==> src/rtl/core_pkg.sv <==
// Shared types for the fib core: machine word, fetch packet and PC step.
package core_pkg;

  localparam int XLEN = 32;

  typedef logic [XLEN-1:0] word_t;

  typedef struct packed {
    word_t pc;
    word_t instr;
  } fetch_pkt_t;

  localparam word_t PC_STEP = 32'd4;

  // Instruction fetch is word-aligned; byte-offset bits of a target are dropped.
  function automatic word_t align_pc(input word_t pc);
    return {pc[XLEN-1:2], 2'b00};
  endfunction

endpackage

==> src/rtl/fetch_fifo.sv <==
// Two-entry FIFO of fetch packets; storage is registered, no input-to-output bypass.
module fetch_fifo
  import core_pkg::*;
(
  input  logic       clk,
  input  logic       rst,
  input  logic       push,
  input  logic       pop,
  input  logic       flush,
  input  fetch_pkt_t din,
  output fetch_pkt_t dout,
  output logic [1:0] count
);

  fetch_pkt_t mem [2];
  logic       wr_ptr;
  logic       rd_ptr;
  logic       do_push;
  logic       do_pop;

  assign do_pop  = pop && (count != 2'd0);
  assign do_push = push && ((count != 2'd2) || do_pop);
  assign dout    = mem[rd_ptr];

  always_ff @(posedge clk) begin
    if (rst || flush) begin
      wr_ptr <= 1'b0;
      rd_ptr <= 1'b0;
      count  <= 2'd0;
    end else begin
      if (do_push) wr_ptr <= ~wr_ptr;
      if (do_pop)  rd_ptr <= ~rd_ptr;
      case ({do_push, do_pop})
        2'b10:   count <= count + 2'd1;
        2'b01:   count <= count - 2'd1;
        default: count <= count;
      endcase
    end
  end

  // Payload storage carries no reset; validity is tracked by count alone.
  always_ff @(posedge clk) begin
    if (do_push) mem[wr_ptr] <= din;
  end

endmodule

==> src/rtl/fetch_unit.sv <==
// Instruction-fetch front end: PC, one-deep in-flight tracking and credit-based issue
// into a 2-entry output queue presented to decode over valid/ready.
module fetch_unit
  import core_pkg::*;
#(
  parameter word_t RESET_PC = 32'h0000_0000,
  parameter int    IMEM_AW  = 12
) (
  input  logic               clk,
  input  logic               rst,
  output logic               imem_en,
  output logic [IMEM_AW-1:0] imem_addr,
  input  logic [31:0]        imem_rdata,
  input  logic               redirect_valid,
  input  logic [31:0]        redirect_pc,
  output logic               out_valid,
  input  logic               out_ready,
  output logic [31:0]        out_pc,
  output logic [31:0]        out_instr
);

  word_t      pc_p0;
  logic       vld_p1;
  word_t      tag_p1;
  logic [1:0] count;
  logic [2:0] credits_used;
  logic       pop;
  logic       push;
  fetch_pkt_t push_pkt;
  fetch_pkt_t head_pkt;

  // A slot freed by this cycle's pop can be reused by this cycle's issue.
  assign credits_used = {1'b0, count} + {2'b00, vld_p1};
  assign out_valid    = !rst && !redirect_valid && (count != 2'd0);
  assign pop          = out_valid && out_ready;
  assign imem_en      = !rst && !redirect_valid && ((credits_used < 3'd2) || pop);
  assign imem_addr    = pc_p0[IMEM_AW+1:2];

  // ---- stage p0: PC and issue ----
  always_ff @(posedge clk) begin
    if (rst) begin
      pc_p0  <= RESET_PC;
      vld_p1 <= 1'b0;
    end else if (redirect_valid) begin
      pc_p0  <= align_pc(redirect_pc);
      vld_p1 <= 1'b0;
    end else begin
      if (imem_en) pc_p0 <= pc_p0 + PC_STEP;
      vld_p1 <= imem_en;
    end
  end

  always_ff @(posedge clk) begin
    if (imem_en) tag_p1 <= pc_p0;
  end

  // ---- stage p1: memory response joins its tag and enters the queue ----
  assign push           = vld_p1 && !redirect_valid && !rst;
  assign push_pkt.pc    = tag_p1;
  assign push_pkt.instr = imem_rdata;

  fetch_fifo u_fifo (
    .clk   (clk),
    .rst   (rst),
    .push  (push),
    .pop   (pop),
    .flush (redirect_valid),
    .din   (push_pkt),
    .dout  (head_pkt),
    .count (count)
  );

  assign out_pc    = head_pkt.pc;
  assign out_instr = head_pkt.instr;

endmodule

==> config.mk <==
export PLATFORM = sky130hd
export DESIGN_NAME = fetch_unit
export DESIGN_NICKNAME = d
export VERILOG_FILES = /design/src/rtl/core_pkg.sv /design/src/rtl/fetch_fifo.sv /design/src/rtl/fetch_unit.sv
export SDC_FILE = /design/constraint.sdc
export NUM_CORES = 1
export LEC_CHECK = 0
export ABC_AREA = 1
export CAP_MARGIN = 20
export CORE_ASPECT_RATIO = 0.9
export CORE_MARGIN = 4
export CORE_UTILIZATION = 35
export CTS_CLUSTER_DIAMETER = 120
export CTS_CLUSTER_SIZE = 16
export DETAILED_ROUTE_END_ITERATION = 8
export GPL_TIMING_DRIVEN = 0
export HOLD_SLACK_MARGIN = 0.12
export MAX_ROUTING_LAYER = met4
export SYNTH_ARGS = -nofsm -noshare
export SYNTH_HDL_FRONTEND = slang
export SYNTH_SLANG_ARGS = --single-unit
==> constraint.sdc <==
create_clock -name clk -period 5.1 [get_ports clk]
set_input_delay 1.275 -clock clk [delete_from_list [all_inputs] [get_ports clk]]
set_output_delay 1.275 -clock clk [all_outputs]
set_load 0.05 [all_outputs]
==> metrics.cfg, run 1 <==
[setup_path]
slowest_stage = clkdlybuf4s50_1
worstPathRequired_ns = 3.83
crit_fanout = 40
critical_path_class = input pin to output pin
cpPeakStageDelay_ns = 0.59
cp.arrival_ns = 3.36
crit_path_end_kind = output pin
crit_chain = clkdlybuf4s50_1 -> nor2_4 -> nand3_1 -> nand2_4 -> buf_6 -> dlymetal6s2s_1
crit_path_start_kind = input pin

[floorplanning]
row_count = 51
die-area_mm2 = 0.02485
die_y_um = 150.0
fp.dieW_um = 165.7
ios = 146
start_util = 0.3591
core_area_mm2 = 0.02182

[grt]
grt_pass1_wl_um = 26900
grt_max_degree = 63
grt_pass1_vias = 4847
track_usage = 0.1435
grt_overflow_total = 0
antenna_found_initial = 0

[timing]
setup_viol = 0
final.setup.tns_ns = 0
fmax_mhz = 215.6
hold_violations = 0
finalCritPeriodShare = 0.9093
finalClockSkew_ns = 0.007895
fin_crit_ns = 4.637
worstMarginPinSlew_ns = 0.8854
rsz0062_at_grt = false
drv_slew = 0
whs_ns = 0.4483
slew_headroom = 0.4083

[clock_network]
post_cts_buffers = 0
cts_tree = done
cts.clk_slew.worst_paths_ns = 0.07
worstSkewPairLatency_ns = 0.42
cts-root-buf = clkbuf_16
htree_levels = 4
numCtsBuffers = 17
cts.sinks = 190
ctsHoldBuffers = 0
cts.repair.resized = 0
clockBufferDepth = 2

[power_and_ir_drop]
p_leak_nw = 3.524
irDropWorstVdd_uv = 177.6
p_total_w = 0.003385
power_density_mw_per_mm2 = 328.8

[cells_and_area]
seq_area_mm2 = 0.005345
final_util = 0.4717
area_growth_syn_to_layout_pct = 31.38
fillers = 1998
finalNonFillerCells = 1092
drive_gt1_frac = 0.1723
multi_input_area_mm2 = 0.002133
diodes = 0
final_nets = 858

[route]
avgRoutedWirePerCell_um = 15.70
remaining_drc_errors = 0
vias = 5095
wl_um = 17150
vias_per_cell = 4.666
drt-pass1-iter-count = 5
ant_nets = 0
drt_iter0_markers = 341

[placed_design]
gp_congestion = 0.8720
port-buffer-count = 141
hpwlAfterDp_um = 11950
dpl.cell_count = 1060

[synth]
syn_area_mm2 = 0.007836
synth_top_flop_cell = edfxtp_1
netlist_instances = 625
async_flop_share = 0
synth.avg_cell_area_um2 = 12.54
ys_seq_area_frac = 0.6821
synth_edf_count = 154
netlist-cell-type-count = 33
ys_ff_latch = 190
ys_warn_count = 0

[run_status]
status = completed

[flow_run]
cap_violations = 0

[worst_hold_path]
holdCritPathClass = register to register

[worst max-delay path, delay by kind of cell]
family | cells | cell delay, ns
buf+inv | 3 | 1.43
simple gates | 3 | 0.61
[flip-flops by register name, indices dropped and copies added (netlist names), named ones only]
name,cells
u_fifo.count,2
u_fifo.rd_ptr,1
pc_p0,30
u_fifo.mem,124
tag_p1,30
u_fifo.wr_ptr,1
vld_p1,1
[synthesized netlist by cell type, types with 4 or more instances]
cell        n  area share
a211oi_1    4      0.0038
a21oi_1    19       0.012
a22oi_1     4      0.0038
a31oi_1     7      0.0056
buf_2       8      0.0051
buf_4      14       0.013
buf_6       4      0.0057
clkbuf_1    8      0.0038
dfxtp_1    36       0.092
edfxtp_1  154        0.59
inv_1      38       0.018
mux2_2     62       0.089
nand2_1   135       0.065
nand3_1    41       0.026
nand4_1     6      0.0048
nor2_1     41       0.020
nor2_2      7      0.0056
nor3_1      7      0.0045
o21ai_0     7      0.0045
xor2_1      4      0.0045
[logic make-up after synthesis]
kind of cell	share of synthesized area
buffers and inverters	0.04710
and+or+nand+nor	0.1349
xor gates and xnor gates	0.006706
adders and majority gates	0.003193
AOI/OAI and AO/OA	0.03640
muxes	0.08909
other	0.0004785
DFF	0.6821
[power breakdown]
| part | total (W) | internal [W] | switching, W |
|---|---|---|---|
| clock | 0.00137 | 0.000780 | 0.000586 |
| combinational | 0.000266 | 0.000115 | 0.000151 |
| sequential | 0.00175 | 0.00172 | 0.0000344 |
| total | 0.00338 | 0.00261 | 0.000771 |
[final cells by class]
type | count | area share
flip-flops and latches | 190 | 0.5192
multi-input cells | 363 | 0.2072
repair buffers | 143 | 0.1427
clock buffers | 17 | 0.04132
well taps | 291 | 0.03537
plain buffers | 34 | 0.02139
clock inverters | 15 | 0.01811
inverters | 39 | 0.01471
[final timing paths]
path	start	endpoint	slack [ns]	cells after the start
setup / recovery	redirect_valid	imem_en	0.46	6
hold / removal	tag_p1[4]$_DFFE_PP_	u_fifo.mem[1][36]$_DFFE_PP_	0.45	0
setup reg to reg	u_fifo.count[0]$_SDFFE_PP0P_	u_fifo.mem[1][3]$_DFFE_PP_	2.78	6
hold reg to reg	tag_p1[4]$_DFFE_PP_	u_fifo.mem[1][36]$_DFFE_PP_	0.45	0
[cell usage in the layout, fill, tap and decap left out, types with 3 or more instances in the layout]
cell             netlist  routed
mux2_2                62      62
a22oi_1                4       4
o21ai_0                7       7
nor2_1                41      40
a211oi_1               4       4
buf_4                 14      14
inv_1                 38      37
nand4_1                6       6
a21oi_1               19      19
edfxtp_1             154     154
bufinv_16              0       3
nand2_1              135     135
buf_2                  8       8
nor2_2                 7       7
nor2_4                 2       3
a31oi_1                7       7
clkdlybuf4s50_1        0     140
clkbuf_16              0      17
xor2_1                 4       4
nor3_1                 7       7
clkinvlp_4             0       4
buf_6                  4       4
nand3_1               41      41
dfxtp_1               36      36
clkbuf_1               8       8
[stage by stage]
step / instance area (µm²) / setup WS [ns]
2_1_floorplan: 7840 / 0.2978
3_3_place_gp: 9615 / -2.340
3_5_place_dp: 9681 / 0.05174
4_1_cts: 10290 / 0.04358
5_1_grt: 10290 / 0.3594
6_report: 10290 / 0.4625
[per-layer routing]
metal  wire length, µm  GRT usage
met1              8273     0.1948
met5                 0          -
met4               131    0.03464
met2              7895     0.2204
met3               848    0.03407
No activity file was read; power rests on OpenSTA's default activity.
==> inputs of run 2 (changes only) <==
Settings changed: CAP_MARGIN 20 to not set.
==> results of run 2 <==
Final layout, timing and power as in run 1 (identical DEF).
==> inputs of run 3 (changes only) <==
Settings changed: TNS_END_PERCENT set to 5.
==> results of run 3 <==
Final layout, timing and power as in run 1 (identical DEF).
